<file path="config.mk">
export PLATFORM = sky130hd
export DESIGN_NAME = vdp2_sync_fifo_flat
export DESIGN_NICKNAME = d
export VERILOG_FILES = /design/src/rtl/vdp2_mem_pkg.sv /design/src/rtl/vdp2_sync_fifo_if.sv /design/src/rtl/vdp2_fifo_ram.sv /design/src/rtl/vdp2_sync_fifo.sv /design/src/flat_wrapper.sv
export SDC_FILE = /design/constraint.sdc
export NUM_CORES = 1
export LEC_CHECK = 0
export BUFFER_PORTS_ARGS = -buffer_cell sky130_fd_sc_hd__buf_2
export CORE_ASPECT_RATIO = 0.8
export CORE_MARGIN = 5
export CORE_UTILIZATION = 50
export DETAILED_ROUTE_END_ITERATION = 10
export GPL_ROUTABILITY_DRIVEN = 1
export PLACE_DENSITY = 0.68
export REMOVE_ABC_BUFFERS = 1
export SYNTH_ARGS = -nofsm -noshare
export SYNTH_HDL_FRONTEND = slang
export SYNTH_SLANG_ARGS = --single-unit
</file>
<file path="constraint.sdc">
create_clock -name clk -period 8.9 [get_ports clk]
set_input_delay 0.445 -clock clk [delete_from_list [all_inputs] [get_ports clk]]
set_output_delay 0.445 -clock clk [all_outputs]
set_load 0.03 [all_outputs]
</file>
<file path="src/rtl/vdp2_mem_pkg.sv">
// Shared VDP2 memory-path definitions: write-FIFO default geometry and the
// packed layout of one buffered CPU/DMA write.
package vdp2_mem_pkg;

    localparam int VDP2_WFIFO_DATA_W = 36;
    localparam int VDP2_WFIFO_ADDR_W = 3;

    typedef struct packed {
        logic [3:0]  byte_en;
        logic [18:0] addr;
        logic [12:0] ctrl;
    } vdp2_wfifo_entry_t;

endpackage

</file>
<file path="src/rtl/vdp2_sync_fifo_if.sv">
// Write/read/status bundle between the VDP2 bus side (master) and the FIFO
// (slave). Diagnostic signals exist only when VDP2_FIFO_DIAG_EN is defined.
interface vdp2_sync_fifo_if #(
    parameter int DATA_W = vdp2_mem_pkg::VDP2_WFIFO_DATA_W,
    parameter int ADDR_W = vdp2_mem_pkg::VDP2_WFIFO_ADDR_W
) ();
    logic              sclr;
    logic [DATA_W-1:0] data;
    logic              wrreq;
    logic              rdreq;
    logic [DATA_W-1:0] q;
    logic              empty;
    logic              full;
    logic              almost_full;
    logic              almost_empty;
    logic [ADDR_W:0]   usedw;
`ifdef VDP2_FIFO_DIAG_EN
    logic              ovf;
    logic              udf;
    logic [ADDR_W:0]   hwm;

    modport master (
        output sclr, data, wrreq, rdreq,
        input  q, empty, full, almost_full, almost_empty, usedw, ovf, udf, hwm
    );
    modport slave (
        input  sclr, data, wrreq, rdreq,
        output q, empty, full, almost_full, almost_empty, usedw, ovf, udf, hwm
    );
`else
    modport master (
        output sclr, data, wrreq, rdreq,
        input  q, empty, full, almost_full, almost_empty, usedw
    );
    modport slave (
        input  sclr, data, wrreq, rdreq,
        output q, empty, full, almost_full, almost_empty, usedw
    );
`endif
endinterface

</file>
<file path="src/rtl/vdp2_fifo_ram.sv">
// FIFO storage: one synchronous write port, one asynchronous read port.
// No reset on the array; contents survive RST/SCLR.
module vdp2_fifo_ram #(
    parameter int DATA_W = 36,
    parameter int ADDR_W = 3
) (
    input  logic              clk,
    input  logic              we,
    input  logic [ADDR_W-1:0] waddr,
    input  logic [DATA_W-1:0] wdata,
    input  logic [ADDR_W-1:0] raddr,
    output logic [DATA_W-1:0] rdata
);
    logic [DATA_W-1:0] mem [1 << ADDR_W];

    // write port
    always_ff @(posedge clk) begin
        if (we) mem[waddr] <= wdata;
    end

    assign rdata = mem[raddr];
endmodule

</file>
<file path="src/rtl/vdp2_sync_fifo.sv">
// Single-clock VDP2 write FIFO with occupancy/threshold flags, synchronous
// clear and full/empty protection. Optional diagnostics (OVF/UDF/HWM) are
// built when VDP2_FIFO_DIAG_EN is defined.
module vdp2_sync_fifo
    import vdp2_mem_pkg::*;
#(
    parameter int DATA_W    = VDP2_WFIFO_DATA_W,
    parameter int ADDR_W    = VDP2_WFIFO_ADDR_W,
    parameter bit SHOWAHEAD = 1'b1,
    parameter int AF_LEVEL  = (1 << ADDR_W) - 2,
    parameter int AE_LEVEL  = 1
) (
    input logic             clk,
    input logic             rst,
    vdp2_sync_fifo_if.slave bus
);
    localparam logic [ADDR_W:0] DEPTH_CNT = (ADDR_W + 1)'(1 << ADDR_W);
    localparam logic [ADDR_W:0] AF_CNT    = (ADDR_W + 1)'(AF_LEVEL);
    localparam logic [ADDR_W:0] AE_CNT    = (ADDR_W + 1)'(AE_LEVEL);
    localparam logic            AF_RST    = (AF_LEVEL == 0);

    logic [ADDR_W-1:0] wr_ptr, rd_ptr;
    logic [ADDR_W:0]   count, count_nxt;
    logic              empty_r, full_r, af_r, ae_r;
    logic              wr_acc, rd_acc;
    logic [DATA_W-1:0] rd_data;

    assign wr_acc = bus.wrreq & ~full_r;
    assign rd_acc = bus.rdreq & ~empty_r;

    vdp2_fifo_ram #(
        .DATA_W (DATA_W),
        .ADDR_W (ADDR_W)
    ) u_ram (
        .clk   (clk),
        .we    (wr_acc & ~bus.sclr),
        .waddr (wr_ptr),
        .wdata (bus.data),
        .raddr (rd_ptr),
        .rdata (rd_data)
    );

    // next occupancy: simultaneous accepted read and write cancel out
    always_comb begin
        count_nxt = count;
        if (wr_acc && !rd_acc)      count_nxt = count + 1'b1;
        else if (rd_acc && !wr_acc) count_nxt = count - 1'b1;
    end

    // pointers, count and flags registered from the next count
    always_ff @(posedge clk or posedge rst) begin
        if (rst) begin
            wr_ptr  <= '0;
            rd_ptr  <= '0;
            count   <= '0;
            empty_r <= 1'b1;
            full_r  <= 1'b0;
            af_r    <= AF_RST;
            ae_r    <= 1'b1;
        end else if (bus.sclr) begin
            wr_ptr  <= '0;
            rd_ptr  <= '0;
            count   <= '0;
            empty_r <= 1'b1;
            full_r  <= 1'b0;
            af_r    <= AF_RST;
            ae_r    <= 1'b1;
        end else begin
            if (wr_acc) wr_ptr <= wr_ptr + 1'b1;
            if (rd_acc) rd_ptr <= rd_ptr + 1'b1;
            count   <= count_nxt;
            empty_r <= (count_nxt == '0);
            full_r  <= (count_nxt == DEPTH_CNT);
            af_r    <= (count_nxt >= AF_CNT);
            ae_r    <= (count_nxt <= AE_CNT);
        end
    end

    assign bus.empty        = empty_r;
    assign bus.full         = full_r;
    assign bus.almost_full  = af_r;
    assign bus.almost_empty = ae_r;
    assign bus.usedw        = count;

    generate
        if (SHOWAHEAD) begin : g_showahead
            assign bus.q = empty_r ? '0 : rd_data;
        end else begin : g_registered
            logic [DATA_W-1:0] q_r;

            // Q loads the head entry on an accepted read, otherwise holds
            always_ff @(posedge clk or posedge rst) begin
                if (rst)           q_r <= '0;
                else if (bus.sclr) q_r <= '0;
                else if (rd_acc)   q_r <= rd_data;
            end

            assign bus.q = q_r;
        end
    endgenerate

`ifdef VDP2_FIFO_DIAG_EN
    logic            ovf_r, udf_r;
    logic [ADDR_W:0] hwm_r;

    // sticky overflow/underflow and high-water mark, same edge as usedw
    always_ff @(posedge clk or posedge rst) begin
        if (rst) begin
            ovf_r <= 1'b0;
            udf_r <= 1'b0;
            hwm_r <= '0;
        end else if (bus.sclr) begin
            ovf_r <= 1'b0;
            udf_r <= 1'b0;
            hwm_r <= '0;
        end else begin
            if (bus.wrreq && full_r)  ovf_r <= 1'b1;
            if (bus.rdreq && empty_r) udf_r <= 1'b1;
            if (count_nxt > hwm_r)    hwm_r <= count_nxt;
        end
    end

    assign bus.ovf = ovf_r;
    assign bus.udf = udf_r;
    assign bus.hwm = hwm_r;
`endif
endmodule
</file>
<file path="src/flat_wrapper.sv">
// flat-port wrapper written by rule: the top's interface ports become plain ports
module vdp2_sync_fifo_flat import vdp2_mem_pkg::*;
#(
    parameter int DATA_W    = VDP2_WFIFO_DATA_W,
    parameter int ADDR_W    = VDP2_WFIFO_ADDR_W,
    parameter bit SHOWAHEAD = 1'b1,
    parameter int AF_LEVEL  = (1 << ADDR_W) - 2,
    parameter int AE_LEVEL  = 1
)
  (clk, rst, bus_sclr, bus_data, bus_wrreq, bus_rdreq, bus_q, bus_empty, bus_full, bus_almost_full, bus_almost_empty, bus_usedw);
  vdp2_sync_fifo_if #(.DATA_W(DATA_W), .ADDR_W(ADDR_W)) bus_i ();
  input logic clk;
  input logic rst;
  input wire logic [$bits(bus_i.sclr)-1:0] bus_sclr;
  input wire logic [$bits(bus_i.data)-1:0] bus_data;
  input wire logic [$bits(bus_i.wrreq)-1:0] bus_wrreq;
  input wire logic [$bits(bus_i.rdreq)-1:0] bus_rdreq;
  output wire logic [$bits(bus_i.q)-1:0] bus_q;
  output wire logic [$bits(bus_i.empty)-1:0] bus_empty;
  output wire logic [$bits(bus_i.full)-1:0] bus_full;
  output wire logic [$bits(bus_i.almost_full)-1:0] bus_almost_full;
  output wire logic [$bits(bus_i.almost_empty)-1:0] bus_almost_empty;
  output wire logic [$bits(bus_i.usedw)-1:0] bus_usedw;
  assign bus_i.sclr = bus_sclr;
  assign bus_i.data = bus_data;
  assign bus_i.wrreq = bus_wrreq;
  assign bus_i.rdreq = bus_rdreq;
  assign bus_q = bus_i.q;
  assign bus_empty = bus_i.empty;
  assign bus_full = bus_i.full;
  assign bus_almost_full = bus_i.almost_full;
  assign bus_almost_empty = bus_i.almost_empty;
  assign bus_usedw = bus_i.usedw;
  vdp2_sync_fifo #(.DATA_W(DATA_W), .ADDR_W(ADDR_W), .SHOWAHEAD(SHOWAHEAD), .AF_LEVEL(AF_LEVEL), .AE_LEVEL(AE_LEVEL)) u_core (.clk(clk), .rst(rst), .bus(bus_i));
endmodule
</file>
==> results.sh, run 1 <==
export IMPL_met1_length_um=9800
export IMPL_p_seq_frac=0.487
export IMPL_top_level_ports=85
export IMPL_final_max_slew_viol_count=0
export IMPL_dr_total_vias=5514
export IMPL_cts_sinks=302
export IMPL_wire_per_inst_um=23.3
export IMPL_path_clk_slew_ns=0.07
export IMPL_n_antenna_cell=0
export IMPL_core_area_mm2=0.0232
export IMPL_pwr_share_comb=0.170
export IMPL_numCtsBuffers=29
export IMPL_cts_root_buf="clkbuf_16"
export IMPL_drtIter0Drc=460
export IMPL_initial_core_util=0.504
export IMPL_max_freq_ghz=0.269
export IMPL_syn_area_mm2=0.0117
export IMPL_yosysWarnings=0
export IMPL_finalSetupViolCount=0
export IMPL_synth_cells=543
export IMPL_drt_antenna_violating_nets=0
export IMPL_p_int_mw=2.56
export IMPL_hold_end="u_core.u_ram.mem[4][18]"
export IMPL_wl_um=22700
export IMPL_hold_depth=1
export IMPL_grt_setup_unrepaired="no"
export IMPL_grt_ovfl_total=0
export IMPL_rows=50
export IMPL_grt_max_degree=75
export IMPL_switching_share=0.264
export IMPL_peakVddDrop_mv=0.166
export IMPL_final_nets=689
export IMPL_power_density_mw_per_mm2=258
export IMPL_cpPeakStageDelay_ns=0.85
export IMPL_fp_dieH_um=147
export IMPL_crit_required_ns=8.46
export IMPL_status="finished clean"
export IMPL_reg2regPathDepth=5
export IMPL_period_share=0.418
export IMPL_start_kind="flip-flop"
export IMPL_power_frac_clock=0.344
export IMPL_synth_top_area_cell="edfxtp_1"
export IMPL_grt_pass1_wl_um=35000
export IMPL_route_detailed_drc=0
export IMPL_post_route_min_period_ns=3.72
export IMPL_hpwl_um=12600
export IMPL_worst_pin_slew_ns=1.11
export IMPL_die_w_um=181
export IMPL_worst_setup_path_type="flip-flop to output pin"
export IMPL_grt_pass1_vias=5822
export IMPL_whs_ns=0.177
export IMPL_hold_viol=0
export IMPL_hp_start="bus_data[18]"
export IMPL_slowest_stage="dfrtp_4"
export IMPL_cap_violations=0
export IMPL_post_cts_setup_buffer_count=0
export IMPL_place_congestion=0.698
export IMPL_routed_wl_met2_um=11200
export IMPL_area_delta_synth_final_pct=15.1
export IMPL_via_per_inst=5.64
export IMPL_synth_top_cell_area_share=0.739
export IMPL_reg2reg_slack_ns=6.33
export IMPL_topRoutingLayerUsed="met5"
export IMPL_reg2reg_to="u_core.bus.empty"
export IMPL_yosys_top_cells_area="edfxtp_1 74%, mux4_2 14%, mux2i_1 3.1%"
export IMPL_power_leakage_nw=4.39
export IMPL_ys_types=36
export IMPL_power_net_switching_mw=0.921
export IMPL_cts_tree="built"
export IMPL_ys_seq_elements=302
export IMPL_dieArea_mm2=0.0266
export IMPL_finalSetupTns_ns=0
export IMPL_drive_gt1_frac=0.350
export IMPL_wl_met3_um=1370
export IMPL_cts_buffer_depth=3
export IMPL_crit_chain="buf_4, mux4_2, mux2i_1, nor2_1, buf_2"
export IMPL_dpl_instance_area_mm2=0.0125
export IMPL_relSlewSlack=0.260
export IMPL_io_buffers=84
export IMPL_cp_end_kind="output pin"
export IMPL_critPathArrivalTime_ns=3.27
export IMPL_clk_latency_ns=0.53
export IMPL_reg2reg_from="u_core.bus.empty"
export IMPL_ys_seq_area_frac=0.769
export IMPL_antenna_found_initial=2
export IMPL_final_area_mm2=0.0135
export IMPL_grtUsageTotal=0.171
export IMPL_syn_area_per_cell_um2=21.6
export IMPL_dr_pass1_iters=5
export IMPL_min_path_type="input port to flip-flop"
export IMPL_htreeDepth=1
export IMPL_crit_fanout=42
export IMPL_skew_ns=0.0198
[worst max-delay path by stage]
stage	to	slack (ns)	startpoint
after floorplan	bus_q[0]	4.52	u_core.rd_ptr[0]
after global placement	bus_q[25]	5.62	u_core.rd_ptr[0]
after detailed placement	bus_q[9]	5.61	u_core.rd_ptr[0]
after CTS	bus_q[25]	5.03	u_core.rd_ptr[0]
after global routing	bus_q[0]	4.86	u_core.rd_ptr[0]
final	bus_q[25]	5.18	u_core.rd_ptr[0]
[through the flow]
stage / instances / power, mW / setup slack (ns) / utilization
2_1_floorplan: 516 / 2.15 / 4.52 / -
5_1_grt: 977 / 3.63 / 4.86 / 0.581
3_5_place_dp: 924 / 2.33 / 5.61 / 0.540
4_1_cts: 977 / 3.53 / 5.03 / 0.581
3_3_place_gp: 924 / 2.31 / 5.62 / 0.540
6_report: 977 / 3.48 / 5.18 / 0.581
[cells by family after synthesis]
logic type	count (synthesis)	synth area share
AO/OA/AOI/OAI	9	0.00588
XOR/XNOR	4	0.00299
adder cells (fa/ha/maj)	6	0.00620
AND/OR/NAND/NOR	81	0.0313
buffers and inverters	31	0.0127
multiplexers	110	0.172
flip-flops	302	0.769
[final cells by class]
cell class              instances  area (um^2)
multi-input cells             210         2610
fillers                      1729         9730
repair buffers                 97          520
well taps                     312          390
flip-flops and latches        302         9010
clock inverters                20          194
inverters                       4         15.0
clock buffers                  32          737
[power groups by stage]
stage          Combinational (mW)  Clock [mW]  Sequential, mW
2_1_floorplan               0.418           0            1.73
3_3_place_gp                0.589           0            1.72
3_5_place_dp                0.599           0            1.73
4_1_cts                     0.602        1.23            1.70
5_1_grt                     0.635        1.29            1.71
6_report                    0.591        1.20            1.69
[metal layers]
| metal | vias to the layer above | global-route usage |
|---|---|---|
| met4 | 4 | 0.0330 |
| met5 | - | 0 |
| li1 | 2419 | - |
| met2 | 168 | 0.280 |
| met3 | 35 | 0.0379 |
| met1 | 2888 | 0.243 |
[flip-flops by register name, indices dropped and copies added, names as in the netlist]
signal,count
u_core.u_ram.mem,288
u_core.bus.usedw,4
u_core.rd_ptr,3
u_core.wr_ptr,3
u_core.bus.almost_empty,1
u_core.bus.almost_full,1
u_core.bus.empty,1
u_core.bus.full,1
[critical path, delay by kind of cell, from the launching register on]
kind                   cells  cell delay (ns)
AND/OR/NAND/NOR            1             0.07
multiplexers               2             0.77
flip-flops                 1             0.85
buffers and inverters      2             0.99
[what timing repair did]
item                                   4_1_cts  5_1_grt
gates resized for setup                      0        0
hold buffers                                 1        0
endpoints found under the hold margin       12        0
[cell usage in the layout (no fill, tap or decap), types with 3 or more instances in the layout]
cell | synthesis | routed
bufinv_16 | 0 | 4
nor2_2 | 3 | 3
edfxtp_1 | 288 | 288
nor3_1 | 8 | 6
nor2b_1 | 3 | 3
clkinv_2 | 0 | 8
clkbuf_1 | 4 | 3
clkbuf_16 | 0 | 29
inv_1 | 4 | 4
nor2_4 | 0 | 6
nand3_1 | 3 | 3
ha_1 | 4 | 4
nand2_1 | 8 | 8
buf_2 | 11 | 84
dfrtp_1 | 12 | 9
nor2_1 | 48 | 42
nand2b_1 | 3 | 3
clkinv_1 | 0 | 7
mux4_2 | 72 | 72
buf_4 | 1 | 12
mux2i_1 | 36 | 36
[synthesized netlist by cell type (all sizes together)]
master  count
nor2b       3
a21o        2
inv         4
nand2       8
edfxtp    288
nor2       51
nor4        2
or3         1
o211a       1
nand3       3
ha          4
o311a       1
mux4       72
nor3        8
a22oi       1
a21oi       3
dfrtp      12
mux2        1
nand2b      4
xor2        2
buf        23
clkbuf      4
o21a        1
maj3        2
and3        1
dfstp       2
xnor2       2
mux2i      37
No activity file was read; power rests on OpenSTA's default activity.
==> run 2: changes to the inputs <==
Clock period 8.9 ns to 3.7 ns, I/O delays scaled along.
==> run 2 against run 1 <==
Effect of this change:
- via count is 1.1% higher
- non-clock buffer count is 42 higher
- cell count is 4.5% higher
- critical path depth stayed put
- worst setup slack worse by 4.4 ns
- clock power is 150% higher
- combinational power grew to 2.6 times the previous value
- utilization is 1.9 points higher
- die area stayed put
- routed wire length is 1.4% lower
- clock skew is 0.0093 ns lower
- critical path type unchanged
- largest cell class unchanged
==> results.sh, run 2 (synthesis gave the netlist of run 1 again) <==
export IMPL_io_buffers=84
export IMPL_crit_required_ns=3.51
export IMPL_gr_usage_met3=0.0302
export IMPL_largest_register="u_core.u_ram.mem"
export IMPL_fin_ws_ns=0.750
export IMPL_cts_buffer_depth=3
export IMPL_rows=50
export IMPL_clk_latency_ns=0.54
export IMPL_final_nets=732
export IMPL_whs_ns=0.164
export IMPL_final_area_mm2=0.0139
export IMPL_dr_pass1_iters=4
export IMPL_place_congestion=0.714
export IMPL_die_w_um=181
export IMPL_grtUsageTotal=0.170
export IMPL_grtUsageMet1=0.248
export IMPL_grt_max_degree=75
export IMPL_post_cts_setup_buffer_count=0
export IMPL_power_mw=8.48
export IMPL_post_route_min_period_ns=2.95
export IMPL_finalSetupViolCount=0
export IMPL_htreeDepth=1
export IMPL_relSlewSlack=0.283
export IMPL_finalSetupTns_ns=0
export IMPL_start_kind="flip-flop"
export IMPL_grt_use_met2=0.279
export IMPL_p_int_mw=6.24
export IMPL_dr_total_vias=5572
export IMPL_cts_tree="built"
export IMPL_cp_end_kind="output pin"
export IMPL_largest_reg_flops=288
export IMPL_crit_fanout=37
export IMPL_final_cell_mix="288 x edfxtp_1, 84 x buf_2, 72 x mux4_2, 42 x nor2_1, 39 x dlygate4sd3_1"
export IMPL_via_per_inst=5.46
export IMPL_antenna_found_initial=0
export IMPL_cap_violations=0
export IMPL_status="finished clean"
export IMPL_cpPeakStageDelay_ns=0.82
export IMPL_post_place_ws_ns=1.11
export IMPL_top_level_ports=85
export IMPL_power_net_switching_mw=2.24
export IMPL_dpl_instance_area_mm2=0.0126
export IMPL_drt_antenna_violating_nets=0
export IMPL_power_leakage_nw=4.59
export IMPL_hold_viol=0
export IMPL_wl_um=22400
export IMPL_grt_setup_unrepaired="no"
export IMPL_regArea_mm2=0.00901
export IMPL_multi_input_area_mm2=0.00261
export IMPL_numCtsBuffers=30
export IMPL_critPathArrivalTime_ns=2.76
export IMPL_cts_sinks=302
export IMPL_route_detailed_drc=0
export IMPL_dieArea_mm2=0.0266
export IMPL_skew_ns=0.0105
export IMPL_grt_pass1_wl_um=35400
export IMPL_slowest_stage="dfrtp_4"
export IMPL_path_clk_slew_ns=0.06
export IMPL_drtIter0Drc=385
export IMPL_p_seq_frac=0.474
export IMPL_n_antenna_cell=0
export IMPL_initial_core_util=0.504
export IMPL_cts_root_buf="clkbuf_16"
export IMPL_period_share=0.797
export IMPL_fp_dieH_um=147
export IMPL_min_path_type="input port to flip-flop"
export IMPL_drive_gt1_frac=0.336
export IMPL_peakVddDrop_mv=0.336
export IMPL_grt_pass1_vias=5960
export IMPL_worst_setup_path_type="flip-flop to output pin"
export IMPL_top_usage_layer="met2"
export IMPL_power_density_mw_per_mm2=609
export IMPL_area_delta_synth_final_pct=19.0
export IMPL_switching_share=0.264
export IMPL_power_frac_clock=0.346
export IMPL_max_freq_ghz=0.339
export IMPL_worst_pin_slew_ns=1.08
export IMPL_fill_cells=1681
export IMPL_crit_chain="buf_12, mux4_2, mux2i_1, nor2_1, buf_2"
export IMPL_pwr_share_comb=0.179
export IMPL_core_area_mm2=0.0232
export IMPL_grt_ovfl_total=0
export IMPL_final_common_cell="edfxtp_1"
export IMPL_hpwl_um=13000
export IMPL_final_max_slew_viol_count=0
export IMPL_wire_per_inst_um=22.0
run 2: worst paths after layout:
check / start / end / slack, ns / depth (start not counted)
max: u_core.rd_ptr[0] / bus_q[9] / 0.75 / 5
min: bus_wrreq / u_core.wr_ptr[1] / 0.16 / 4
max reg2reg: u_core.bus.full / u_core.u_ram.mem[4][27] / 1.16 / 4
min reg2reg: u_core.wr_ptr[0] / u_core.wr_ptr[0] / 0.61 / 2
max in group asynchronous: rst / u_core.rd_ptr[0] / 3.04 / 3
min in group asynchronous: rst / u_core.rd_ptr[1] / 0.25 / 3
run 2: layout make-up:
type,count,share of cell area
tap,312,0.0280
clock buffer,38,0.0576
inverter,4,0.00108
timing repair buffer,139,0.0677
sequential,302,0.647
multi-input combinational,210,0.188
clock inverter,16,0.0113
run 2: stage by stage:
stage | std cells | utilization
final | 1021 | 0.600
after detailed placement | 928 | 0.542
after CTS | 1021 | 0.600
after global routing | 1021 | 0.600
after floorplan | 516 | -
after global placement | 928 | 0.542
run 2: repair_timing:
item                                   4_1_cts  5_1_grt
endpoints found under the hold margin      306        0
resized for setup                            0        0
hold buffers                                39        0
run 2: metal layers:
layer	share of wire	vias to the layer above	wire length, um
met4	0.011	0	253
met2	0.49	157	11000
met3	0.070	27	1570
met5	0	-	0
met1	0.43	2877	9580
li1	-	2511	-
run 2: critical path, delay by kind of cell, from the launching register on:
family / cells / cell delay, ns
simple gates: 1 / 0.10
buf+inv: 2 / 0.56
mux: 2 / 0.71
flops: 1 / 0.82
run 2: power by group through the flow:
stage	Clock [mW]	Combinational [mW]	Sequential (mW)
5_1_grt	3.15	1.64	4.05
2_1_floorplan	0	1.01	4.17
3_5_place_dp	0	1.51	4.10
4_1_cts	3.00	1.55	4.03
3_3_place_gp	0	1.49	4.10
6_report	2.94	1.52	4.02
